### config.mk
export PLATFORM = sky130hd
export DESIGN_NAME = shuffle_rd_agen
export DESIGN_NICKNAME = d
export VERILOG_FILES = /design/src/rtl/shuffle_pkg.sv /design/src/rtl/shuffle_rd_agen_wrap_ctr.sv /design/src/rtl/shuffle_rd_agen.sv
export SDC_FILE = /design/constraint.sdc
export NUM_CORES = 1
export LEC_CHECK = 0
export ABC_AREA = 1
export CAP_MARGIN = 0
export CORE_UTILIZATION = 35
export DETAILED_ROUTE_END_ITERATION = 7
export SYNTH_ARGS = -nofsm -noshare
export SYNTH_HDL_FRONTEND = slang
export SYNTH_SLANG_ARGS = --single-unit
### constraint.sdc
create_clock -name clk_i -period 1.76 [get_ports clk_i]
set_input_delay 0.352 -clock clk_i [delete_from_list [all_inputs] [get_ports clk_i]]
set_output_delay 0.352 -clock clk_i [all_outputs]
set_load 0.005 [all_outputs]
### src/rtl/shuffle_pkg.sv
// Shared types and helpers for the inner-shuffle read address generator.
package shuffle_pkg;

   typedef enum logic {
      IDLE  = 1'b0,
      ISSUE = 1'b1
   } agen_state_e;

   function automatic int tile_words(input int rows, input int cols);
      return rows * cols;
   endfunction

endpackage

### src/rtl/shuffle_rd_agen_wrap_ctr.sv
// Increment-with-wrap counter: counts 0..MAX, wraps to 0 on an increment at MAX.
module wrap_ctr #(
   parameter int MAX = 1
) (
   input  logic clk_i,
   input  logic rst_i,
   input  logic clr_i,
   input  logic inc_i,
   output logic at_max_o
);

   localparam int W = (MAX > 0) ? $clog2(MAX + 1) : 1;

   logic [W-1:0] cnt_q, cnt_d;

   assign at_max_o = (cnt_q == W'(MAX));

   always_comb begin
      cnt_d = cnt_q;
      if (clr_i)
         cnt_d = '0;
      else if (inc_i)
         cnt_d = at_max_o ? '0 : cnt_q + W'(1);
   end

   always_ff @(posedge clk_i) begin
      if (rst_i)
         cnt_q <= '0;
      else
         cnt_q <= cnt_d;
   end

endmodule

### src/rtl/shuffle_rd_agen.sv
// Column-major read address generator over a double-banked tile buffer, with
// bank release driven by the returning read-data beats.
module shuffle_rd_agen
   import shuffle_pkg::*;
#(
   parameter  int ROWS  = 4,
   parameter  int COLS  = 8,
   localparam int TILE  = tile_words(ROWS, COLS),
   localparam int DEPTH = 2 * TILE,
   localparam int AW    = $clog2(DEPTH)
) (
   input  logic          clk_i,
   input  logic          rst_i,
   input  logic          tile_vld_i,
   output logic          tile_rdy_o,
   output logic [AW-1:0] rd_addr_o,
   output logic          rd_req_vld_o,
   input  logic          rd_req_rdy_i,
   input  logic          rd_dat_vld_i,
   input  logic          rd_dat_rdy_i,
   output logic          rd_last_o,
   output logic          free_vld_o,
   output logic          free_bank_o,
   output logic          err_o
);

   localparam logic [AW-1:0] ROW_STEP = AW'(COLS);
   // Distance from the bottom row of a column back to its top row.
   localparam logic [AW-1:0] COL_BACK = AW'((ROWS - 1) * COLS);

   function automatic logic [AW-1:0] bank_base(input logic b);
      return b ? AW'(TILE) : '0;
   endfunction

   agen_state_e   state_q, state_d;
   logic [AW-1:0] addr_q, addr_d;
   logic          iss_bank_q, iss_bank_d;
   logic          pend_q, pend_d;
   logic [1:0]    infl_q, infl_d;
   logic          rel_bank_q;
   logic          free_vld_q, free_bank_q;
   logic          err_q;

   logic accept, fire, last, beat, beat_ok, release_bank;
   logic ctr_clr, r_max, c_max, beat_max;

   assign tile_rdy_o   = (infl_q < 2'd2) && !rst_i;
   assign rd_req_vld_o = (state_q == ISSUE);
   assign rd_addr_o    = addr_q;
   assign last         = r_max && c_max;
   assign rd_last_o    = rd_req_vld_o && last;
   assign free_vld_o   = free_vld_q;
   assign free_bank_o  = free_bank_q;
   assign err_o        = err_q;

   assign accept       = tile_vld_i && tile_rdy_o;
   assign fire         = rd_req_vld_o && rd_req_rdy_i;
   assign beat         = rd_dat_vld_i && rd_dat_rdy_i;
   // Beats with nothing in flight are protocol errors and never advance the count.
   assign beat_ok      = beat && (infl_q != 2'd0);
   assign release_bank = beat_ok && beat_max;

   wrap_ctr #(.MAX(ROWS - 1)) u_row_ctr (
      .clk_i    (clk_i),
      .rst_i    (rst_i),
      .clr_i    (ctr_clr),
      .inc_i    (fire),
      .at_max_o (r_max)
   );

   wrap_ctr #(.MAX(COLS - 1)) u_col_ctr (
      .clk_i    (clk_i),
      .rst_i    (rst_i),
      .clr_i    (ctr_clr),
      .inc_i    (fire && r_max),
      .at_max_o (c_max)
   );

   wrap_ctr #(.MAX(TILE - 1)) u_beat_ctr (
      .clk_i    (clk_i),
      .rst_i    (rst_i),
      .clr_i    (1'b0),
      .inc_i    (beat_ok),
      .at_max_o (beat_max)
   );

   always_comb begin
      state_d    = state_q;
      addr_d     = addr_q;
      iss_bank_d = iss_bank_q;
      pend_d     = pend_q;
      ctr_clr    = 1'b0;
      unique case (state_q)
         IDLE: begin
            if (accept) begin
               state_d = ISSUE;
               addr_d  = bank_base(iss_bank_q);
               ctr_clr = 1'b1;
            end
         end
         ISSUE: begin
            if (fire && last) begin
               // A queued (or just-arriving) tile starts on the other bank with no bubble.
               iss_bank_d = ~iss_bank_q;
               addr_d     = bank_base(~iss_bank_q);
               if (pend_q || accept)
                  pend_d = 1'b0;
               else
                  state_d = IDLE;
            end else begin
               if (accept)
                  pend_d = 1'b1;
               if (fire)
                  addr_d = r_max ? (addr_q - COL_BACK + AW'(1)) : (addr_q + ROW_STEP);
            end
         end
         default: state_d = IDLE;
      endcase
   end

   always_comb begin
      infl_d = infl_q;
      unique case ({accept, release_bank})
         2'b10:   infl_d = infl_q + 2'd1;
         2'b01:   infl_d = infl_q - 2'd1;
         default: infl_d = infl_q;
      endcase
   end

   always_ff @(posedge clk_i) begin
      if (rst_i) begin
         state_q     <= IDLE;
         addr_q      <= '0;
         iss_bank_q  <= 1'b0;
         pend_q      <= 1'b0;
         infl_q      <= 2'd0;
         rel_bank_q  <= 1'b0;
         free_vld_q  <= 1'b0;
         free_bank_q <= 1'b0;
         err_q       <= 1'b0;
      end else begin
         state_q     <= state_d;
         addr_q      <= addr_d;
         iss_bank_q  <= iss_bank_d;
         pend_q      <= pend_d;
         infl_q      <= infl_d;
         free_vld_q  <= release_bank;
         free_bank_q <= rel_bank_q;
         if (release_bank)
            rel_bank_q <= ~rel_bank_q;
         err_q       <= err_q | (beat && (infl_q == 2'd0));
      end
   end

endmodule

# Yosys cells after proc, flatten, opt, wreduce, memory -nomap -nowiden
# Index checks and enable logic that the tools add are counted.
# op_classes
muxes,19
magnitude_cmp,1
n_eq_ne,8
bitwise_logic,4
n_reduce_logical,21
n_addsub,8
# ops
cell,count
2-to-1 mux 6 bit,6
case mux 6 bit (2 select lines),1
logical AND 1 bit,11
2-to-1 mux 1 bit,7
adder 6 x 1 -> 6 bit (second input constant),1
adder 6 x 4 -> 6 bit (second input constant),1
nonzero test 2 bit,3
subtractor 6 x 5 -> 6 bit (second input constant),1
adder 5 x 1 -> 5 bit (second input constant),1
equality test 5 bit (second input constant),1
2-to-1 mux 5 bit,1
adder 2 x 1 -> 2 bit (second input constant),2
equality test 2 bit (second input constant),2
case mux 2 bit (2 select lines),1
AND reduction 2 bit,2
adder 3 x 1 -> 3 bit (second input constant),1
equality test 3 bit (second input constant),1
2-to-1 mux 3 bit,1
!= test 3 x 1 -> 1 bit (second input constant),1
NOT 1 bit,3
AND reduction 3 bit,1
equality test 2 x 1 -> 1 bit (second input constant),1
zero test 2 bit,1
< comparator 2 bit (second input constant),1
other kinds (9),9
# word_totals
output_inout_bits,12
ff_bits,25
inputBits,6

# Depth between registers and ports, before layout
# Gate-level depths: netlist of run 1.
# depth
ltp_word,7
depth_mapped,11
mapped_depth_nobuf,11

# By module
# A second synthesis of run 1 with hierarchy kept.
# unflattened
hier_cells,177
hier_area_um2,1285.0
# by_module_without_submodules
module,n_inst,cells_each,area_each_um2
shuffle_rd_agen,1,111,794.5
wrap_ctr at u_beat_ctr,1,31,239.0
wrap_ctr at u_col_ctr,1,21,153.9
wrap_ctr at u_row_ctr,1,14,97.6

# Least setup slack after synthesis of run 1
# Ideal clock, no wire load.
# synth_timing
path_type,register to register
startpoint,register u_beat_ctr.cnt_q[0]
endpoint,register infl_q[1]
slack_ns,0.040
path_buffers,0
period_less_slack_ns,1.720
required_ns,1.646
path_stages_with_launch,12
t_arrival_ns,1.606
setup_ns,0.114
cell_sequence,dfxtp_1 > ha_1 > inv_1 > nor3_1 > ha_1 > nand2_2 > inv_1 > ha_1 > a21oi_1 > o21ai_0 > xor2_1 > nor2_1
# synth_via
elab_chain_cells,4
word_cells_on_any_way,6
classes_between,3 x eq/ne; 1 x mux; 2 x reduce/logical
# synth_lines
element,line,rtl
start: declaration,shuffle_rd_agen_wrap_ctr.sv:14,"logic [W-1:0] cnt_q, cnt_d;"
start signal: assignment,shuffle_rd_agen_wrap_ctr.sv:30,cnt_q <= cnt_d;
equality test 5 bit (*),shuffle_rd_agen_wrap_ctr.sv:16,assign at_max_o = (cnt_q == W'(MAX));
logical AND 1 bit (*),shuffle_rd_agen.sv:61,assign release_bank = beat_ok && beat_max;
via release_bank,shuffle_rd_agen.sv:44,"logic accept, fire, last, beat, beat_ok, release_bank;"
equality test 2 x 1 -> 1 bit / equality test 2 bit (equally long branches),shuffle_rd_agen.sv:123,"unique case ({accept, release_bank})"
case mux 2 bit (2 select lines) / nonzero test 2 bit (equally long branches),-,
end signal: assignment,shuffle_rd_agen.sv:146,infl_q <= infl_d;
end: declaration,shuffle_rd_agen.sv:39,"logic [1:0] infl_q, infl_d;"
# Mark *: on every way through the listed nets, which the timed path passes. The rest lies on a longest branch.
# A chain may end at the register's enable or synchronous reset.

# Worst setup path after layout of run 1
# Ends and elaborated chain as after synthesis.

==> results.md, run 1 <==
- Leakage component of the power: 0.697 nW
- Met1 demand-to-capacity share in global routing: 16.6%
- Largest net degree at the start of global routing: 14
- Detail-routed net length per standard cell: 11.0 µm
- Startpoint of the worst-slack reg-to-reg timing path: u_beat_ctr.cnt_q[0]
- H-tree level count: 1
- Number of rows created at floorplan: 21
- Source of the critical timing path: u_beat_ctr.cnt_q[0]
- Worst slack on hold paths: 0.459 ns
- Global routing usage on met3: 2.39%
- Sequential fraction of the synthesis area: about 40%
- Arrival time at the worst endpoint: 1.94 ns
- DPL Wire Length: 1960 µm
- Antenna-violating nets left: 0
- Max stage delay on crit path: 0.38 ns
- Result of the run: complete, no violations
- Tightest slew margin relative to the limit: approximately 87%
- Slew at the pin with the worst max-slew slack: between 0.15 and 0.2 ns
- Net total in the final layout: 212
- Cell-by-cell trace of the critical path: ha_4 -> inv_2 -> nor3_4 -> ha_2 -> nand2_2 -> inv_1 -> ha_4 -> a21oi_2 -> o21ai_1 -> xor2_1 -> nor2_1
- Global placement routability congestion: around 0.80
- Vias per cell: 4.74
- Number of standard cells in the layout, taps in and fillers out: roughly 240
- Mean area per synthesized cell: between 7 and 8 µm²
- Share of the cycle needed by the critical path after routing: 95.1%
- Signed area change from the synthesized netlist to the final layout: 29.8%
- Slowest-stage cell, CP: dfxtp_2
- TritonCTS clock tree: yes
- Critical path fanouts, max: 2
- Kind of start point of the critical path: flop
- Fraction of final layout cells with drive strength greater than 1: 28.1%
- Number of synthesized flops with an enable pin: 0
- Final Hold Viols: 0
- Routing layer with the top usage in global route: met2
- Total DRC errors in the routed layout: 0
- Yosys Warn Count: 0
- Worst-skew pair later-pin latency: 0.32 ns
- Required time worst endpoint: ~2.0 ns
- Max Clock Skew: approximately 0.012 ns
- Largest voltage drop on the vdd net: ~0.24 mV
- Commonest non-fill, non-tap cell in the layout: nand2_1
- Synthesized flop and latch total: 25
- Power density normalized to cell area: about 630 nW/µm²
- Commonest register cell after synthesis: dfxtp_1
- Global-route total usage across every layer: 14.8%
- Cts bufs inserted: 3
- Root Driver: clkbuf_4
- Setup violations, final: 0
- FFs w/ async S/R, synth: 0%
- Post-placement worst setup slack: -0.158 ns
- Area of the core: 3420 µm²
- Achievable clock frequency: 598 MHz
- Total congestion overflow after global routing: 0
- Number of max-capacitance violations reported: 0
- Wire length of the first global-routing pass: 4620 µm
- Number of buffers inserted by hold repair at cts: 0
- Post-route worst setup slack: around 0.087 ns
- Kind of capture point of the worst setup path: flop
- Clock transition at the registers of the reported paths: 0.15 ns
- Die area: 3870 µm²
- Length of the first detailed-routing pass in iterations: 4
- Netlist cell types: 24
- Total power: around 0.0010 W
- Summed instance area of the synthesized netlist: 1270 µm²
- WL final: 2650 µm
- Iteration-0 DRC Markers: 43
- Number of vias after detailed routing: about 1,100
- Critical setup path kind: reg -> reg
- Chip height: slightly above 60 µm
- Number of antenna violations at the first check in global routing: 0
- Met2 routing resource usage after global routing: approximately 28%
- Initial core utilization: 37.1%
- Commonest cells after routing, fill and taps aside: nand2_1, dfxtp_1, a21oi_1
- Via count of the first global-routing pass: 1,113
- Count of buffers from port buffering: 17
- Sinks on Clock Net: 25
- Diode insertion count for antenna repair: 0
- Total placed cells including tap cells: between 200 and 250
- Hold path startpoint: rel_bank_q
- Clock period minus worst slack: 1.67 ns
- Cell repeated most along the worst path: ha_4
- Worst min-delay path class: reg -> reg
- Cell count after synthesis: 164
- Die Span X: 62.2 µm
- Net count after synthesis: 179
- Number of ports placed on the die boundary: 18
- Number of pins with negative max-slew slack in the final report: 0
- Clock Tree Buf Depth: 2
state kept, by name (all words and copies together) (netlist names):
register          flops
pend_q                1
rd_addr_o             6
u_col_ctr.cnt_q       3
rel_bank_q            1
rd_req_vld_o          1
infl_q                2
free_bank_o           1
iss_bank_q            1
err_o                 1
free_vld_o            1
u_beat_ctr.cnt_q      5
u_row_ctr.cnt_q       2
synth_stat cells, types with 3 or more instances:
library cell  count  area (µm²)
o21ai_1           7        35.0
nor2_1           16        60.1
nand2_1          30         113
nor3_1            8        40.0
inv_1            11        41.3
nand3_1           7        35.0
xor2_1            3        26.3
nand2_2           5        31.3
a21oi_1          18        90.1
ha_1              9         113
inv_2             9        33.8
dfxtp_1          25         500
final timing paths:
path / endpoint / slack (ns) / depth (start not counted)
worst max-delay path: infl_q[1] / 0.09 / 11
worst min-delay path: free_bank_o / 0.46 / 2
worst max register to register: infl_q[1] / 0.09 / 11
worst min register to register: free_bank_o / 0.46 / 2
metrics by stage:
| stage | TNS (ns) | util, % | area (µm²) |
|---|---|---|---|
| 2_1_floorplan | 0 | - | 1270 |
| 3_3_place_gp | -0.253 | 45.1 | 1540 |
| 3_5_place_dp | -0.346 | 45.1 | 1540 |
| 4_1_cts | 0 | 46.8 | 1600 |
| 5_1_grt | -0.0240 | 48.2 | 1650 |
| 6_report | 0 | 48.2 | 1650 |
cell type report:
class / count / area (µm²)
Tap cell: 46 / 57.6
Sequential cell: 25 / 508
Fill cell: 351 / 1770
Multi-Input combinational cell: 116 / 712
Inverter: 21 / 81.3
Clock buffer: 4 / 26.3
Timing Repair Buffer: 30 / 262
worst max-delay path: cells and delay by family (launching register included):
kind / cells / cell delay, ns
buffers and inverters: 2 / 0.15
adders and majority gates: 3 / 0.54
xor gates and xnor gates: 1 / 0.14
DFF: 1 / 0.38
AOI/OAI and AO/OA: 2 / 0.18
and+or+nand+nor: 3 / 0.23
report_power, final:
| group | switching, W | internal, W |
|---|---|---|
| clock | 0.000174 | 0.0000885 |
| sequential | 0.0000188 | 0.000587 |
| combinational | 0.0000847 | 0.0000807 |
cell families (layout without fill, tap and decap cells):
kind of cell	count (synthesis)	in the layout	synth area share [%]
compound gates	31	31	14.1
buf+inv	23	55	8.19
flops	25	25	39.4
fa+ha+maj	9	9	8.88
simple gates	73	73	27.3
xor+xnor	3	3	2.07
routing by layer:
metal | vias up | share of wire, %
met3 | 2 | 2.1
met5 | - | 0
met4 | 0 | 0.57
li1 | 603 | -
met1 | 531 | 45
met2 | 12 | 53
repair_timing:
action                                  in CTS  in global routing
buffers inserted                             3                  1
endpoints found under the hold margin        0                  0
pin swaps                                    2                  1
gates resized for setup                      8                 14
endpoints found under the setup margin       4                  4
(Power assumes the default switching activity.)
==> run 2: changes to the inputs <==
--- a/config.mk
+++ b/config.mk
@@ -9,6 +9,7 @@
 export CAP_MARGIN = 0
 export CORE_UTILIZATION = 35
 export DETAILED_ROUTE_END_ITERATION = 7
+export SKIP_LAST_GASP = 1
 export SYNTH_ARGS = -nofsm -noshare
 export SYNTH_HDL_FRONTEND = slang
 export SYNTH_SLANG_ARGS = --single-unit
==> results.md, run 2 (synthesized netlist as in run 1, its figures left out) <==
- Result of the run: complete, no violations
- H-tree level count: 1
- Achievable clock frequency: 598 MHz
- Max stage delay on crit path: between 0.3 and 0.4 ns
- Largest delay share family, worst path: adder cells
- Cell-by-cell trace of the critical path: ha_4 -> inv_2 -> nor3_4 -> ha_2 -> nand2_2 -> inv_1 -> ha_4 -> a21oi_2 -> o21ai_1 -> xor2_1 -> nor2_1
- Final design area excluding fillers: 1660 µm²
- Kind of start point of the critical path: flop
- Final Hold Viols: 0
- Cts bufs inserted: 3
- Setup violations, final: 0
- Die Span X: 62.2 µm
- Wire length of the first global-routing pass: 4620 µm
- Worst slack on hold paths: 0.459 ns
- Top Metal Used: met4
- DPL Wire Length: between 1500 and 2000 µm
- Largest net degree at the start of global routing: 14
- Antenna-violating nets left: 0
- Clock period minus worst slack: 1.67 ns
- Chip height: 62.2 µm
- Met3 WL: 82 µm
- Largest voltage drop on the vdd net: 0.241 mV
- Detail-routed net length per standard cell: 11.1 µm
- Root Driver: clkbuf_4
- Clock Tree Buf Depth: 2
- Post-placement worst setup slack: -0.158 ns
- Global placement routability congestion: around 0.8
- Detail Route met2 WL: between 1000 and 1500 µm
- Critical path fanouts, max: 2
- Via count of the first global-routing pass: 1,113
- Area post-placement: 1540 µm²
- Count of buffers from port buffering: 17
- Clock transition at the registers of the reported paths: 0.15 ns
- WL final: between 2000 and 3000 µm
- Number of pins with negative max-slew slack in the final report: 0
- Total congestion overflow after global routing: 0
- Number of flip-flops under the largest register name: 6
- Arrival time at the worst endpoint: around 1.9 ns
- Required time worst endpoint: 2.03 ns
- Kind of capture point of the worst setup path: flop
- Sinks on Clock Net: 25
- Initial core utilization: 37.1%
- Total DRC errors in the routed layout: 0
- Critical setup path kind: reg -> reg
- Share of the cycle needed by the critical path after routing: 95.1%
- Number of antenna violations at the first check in global routing: 0
- Slowest-stage cell, CP: dfxtp_2
- Leakage component of the power: between 0.7 and 0.8 nW
- Number of max-capacitance violations reported: 0
- Worst Path Buf+Inv: 2
- Slew at the pin with the worst max-slew slack: 0.195 ns
- Number of vias after detailed routing: 1,154
- Worst min-delay path class: reg -> reg
- Area of the core: 3420 µm²
- Die area: 3870 µm²
- Signed area change from the synthesized netlist to the final layout: 30.6%
- Global-route total usage across every layer: 14.8%
- Tightest slew margin relative to the limit: 86.9%
- Number of fill cells: 347
- Worst-skew pair later-pin latency: ~0.32 ns
- Commonest cells after routing, fill and taps aside: nand2_1, dfxtp_1, a21oi_1
- Commonest non-fill, non-tap cell in the layout: nand2_1
- Vias per cell: 4.79
- Cell repeated most along the worst path: ha_4
- Number of ports placed on the die boundary: 18
- Length of the first detailed-routing pass in iterations: 4
- Post-route worst setup slack: 0.0867 ns
- Fraction of final layout cells with drive strength greater than 1: 28.2%
- Power density normalized to cell area: approximately 620 nW/µm²
- Iteration-0 DRC Markers: 47
- Diode insertion count for antenna repair: 0
- Total power: roughly 0.0010 W
- Total routed wire length on the met1 layer: 1170 µm
- Net total in the final layout: 211
- Max Clock Skew: between 0.01 and 0.015 ns
- TritonCTS clock tree: yes
- Number of rows created at floorplan: 21
## run 2: path summary, 6_finish.rpt
kind | depth (start not counted) | from | to | slack, ns
setup / recovery | 11 | u_beat_ctr.cnt_q[0] | infl_q[1] | 0.09
hold reg to reg | 2 | rel_bank_q | free_bank_o | 0.46
hold / removal | 2 | rel_bank_q | free_bank_o | 0.46
setup reg to reg | 11 | u_beat_ctr.cnt_q[0] | infl_q[1] | 0.09
## run 2: cell type report
class / instances / area, µm² / area share (%)
Multi-Input combinational cell: 116 / 729 / 44.0
Sequential cell: 25 / 508 / 30.7
Timing Repair Buffer: 29 / 254 / 15.3
Inverter: 21 / 81.3 / 4.91
Tap cell: 46 / 57.6 / 3.47
Clock buffer: 4 / 26.3 / 1.59
## run 2: worst reg2reg max path, cell delays in order (launching register included)
cell     delay (ns)
dfxtp_2        0.38
ha_4           0.14
inv_2          0.05
nor3_4         0.11
ha_2           0.19
nand2_2        0.05
inv_1          0.10
ha_4           0.21
a21oi_2        0.09
o21ai_1        0.09
xor2_1         0.14
nor2_1         0.07
## run 2: metrics by stage
step | setup TNS [ns] | util, % | std cells
final | 0 | 48.5 | 241
after global placement | -0.253 | 45.1 | 234
after floorplan | 0 | - | 164
after CTS | -0.0393 | 46.8 | 241
after detailed placement | -0.346 | 45.1 | 234
after global routing | -0.0240 | 48.5 | 241
## run 2: power breakdown
group	total [W]	internal, W	switching [W]
Sequential	0.000606	0.000587	0.0000190
Combinational	0.000166	0.0000807	0.0000848
Clock	0.000262	0.0000885	0.000174
Total	0.00103	0.000757	0.000278
## run 2: timing repair
action,CTS,global route
endpoints found under the setup margin,4,4
setup buffers,3,0
hold buffers,0,0
resized for setup,7,18
pin swaps,1,2
## run 2: per-layer routing
metal | track usage (%) | vias to the layer above
met1 | 16.6 | 530
met5 | 0 | -
li1 | - | 604
met2 | 27.9 | 18
met3 | 2.39 | 2
met4 | 5.23 | 0
==> run 3: changes to the inputs <==
--- a/config.mk
+++ b/config.mk
@@ -10,6 +10,7 @@
 export CORE_UTILIZATION = 35
 export DETAILED_ROUTE_END_ITERATION = 7
 export SKIP_LAST_GASP = 1
+export SLEW_MARGIN = 20
 export SYNTH_ARGS = -nofsm -noshare
 export SYNTH_HDL_FRONTEND = slang
 export SYNTH_SLANG_ARGS = --single-unit
==> results of run 3 <==
Same layout as run 2: the final DEF is identical, and so are final timing and power.
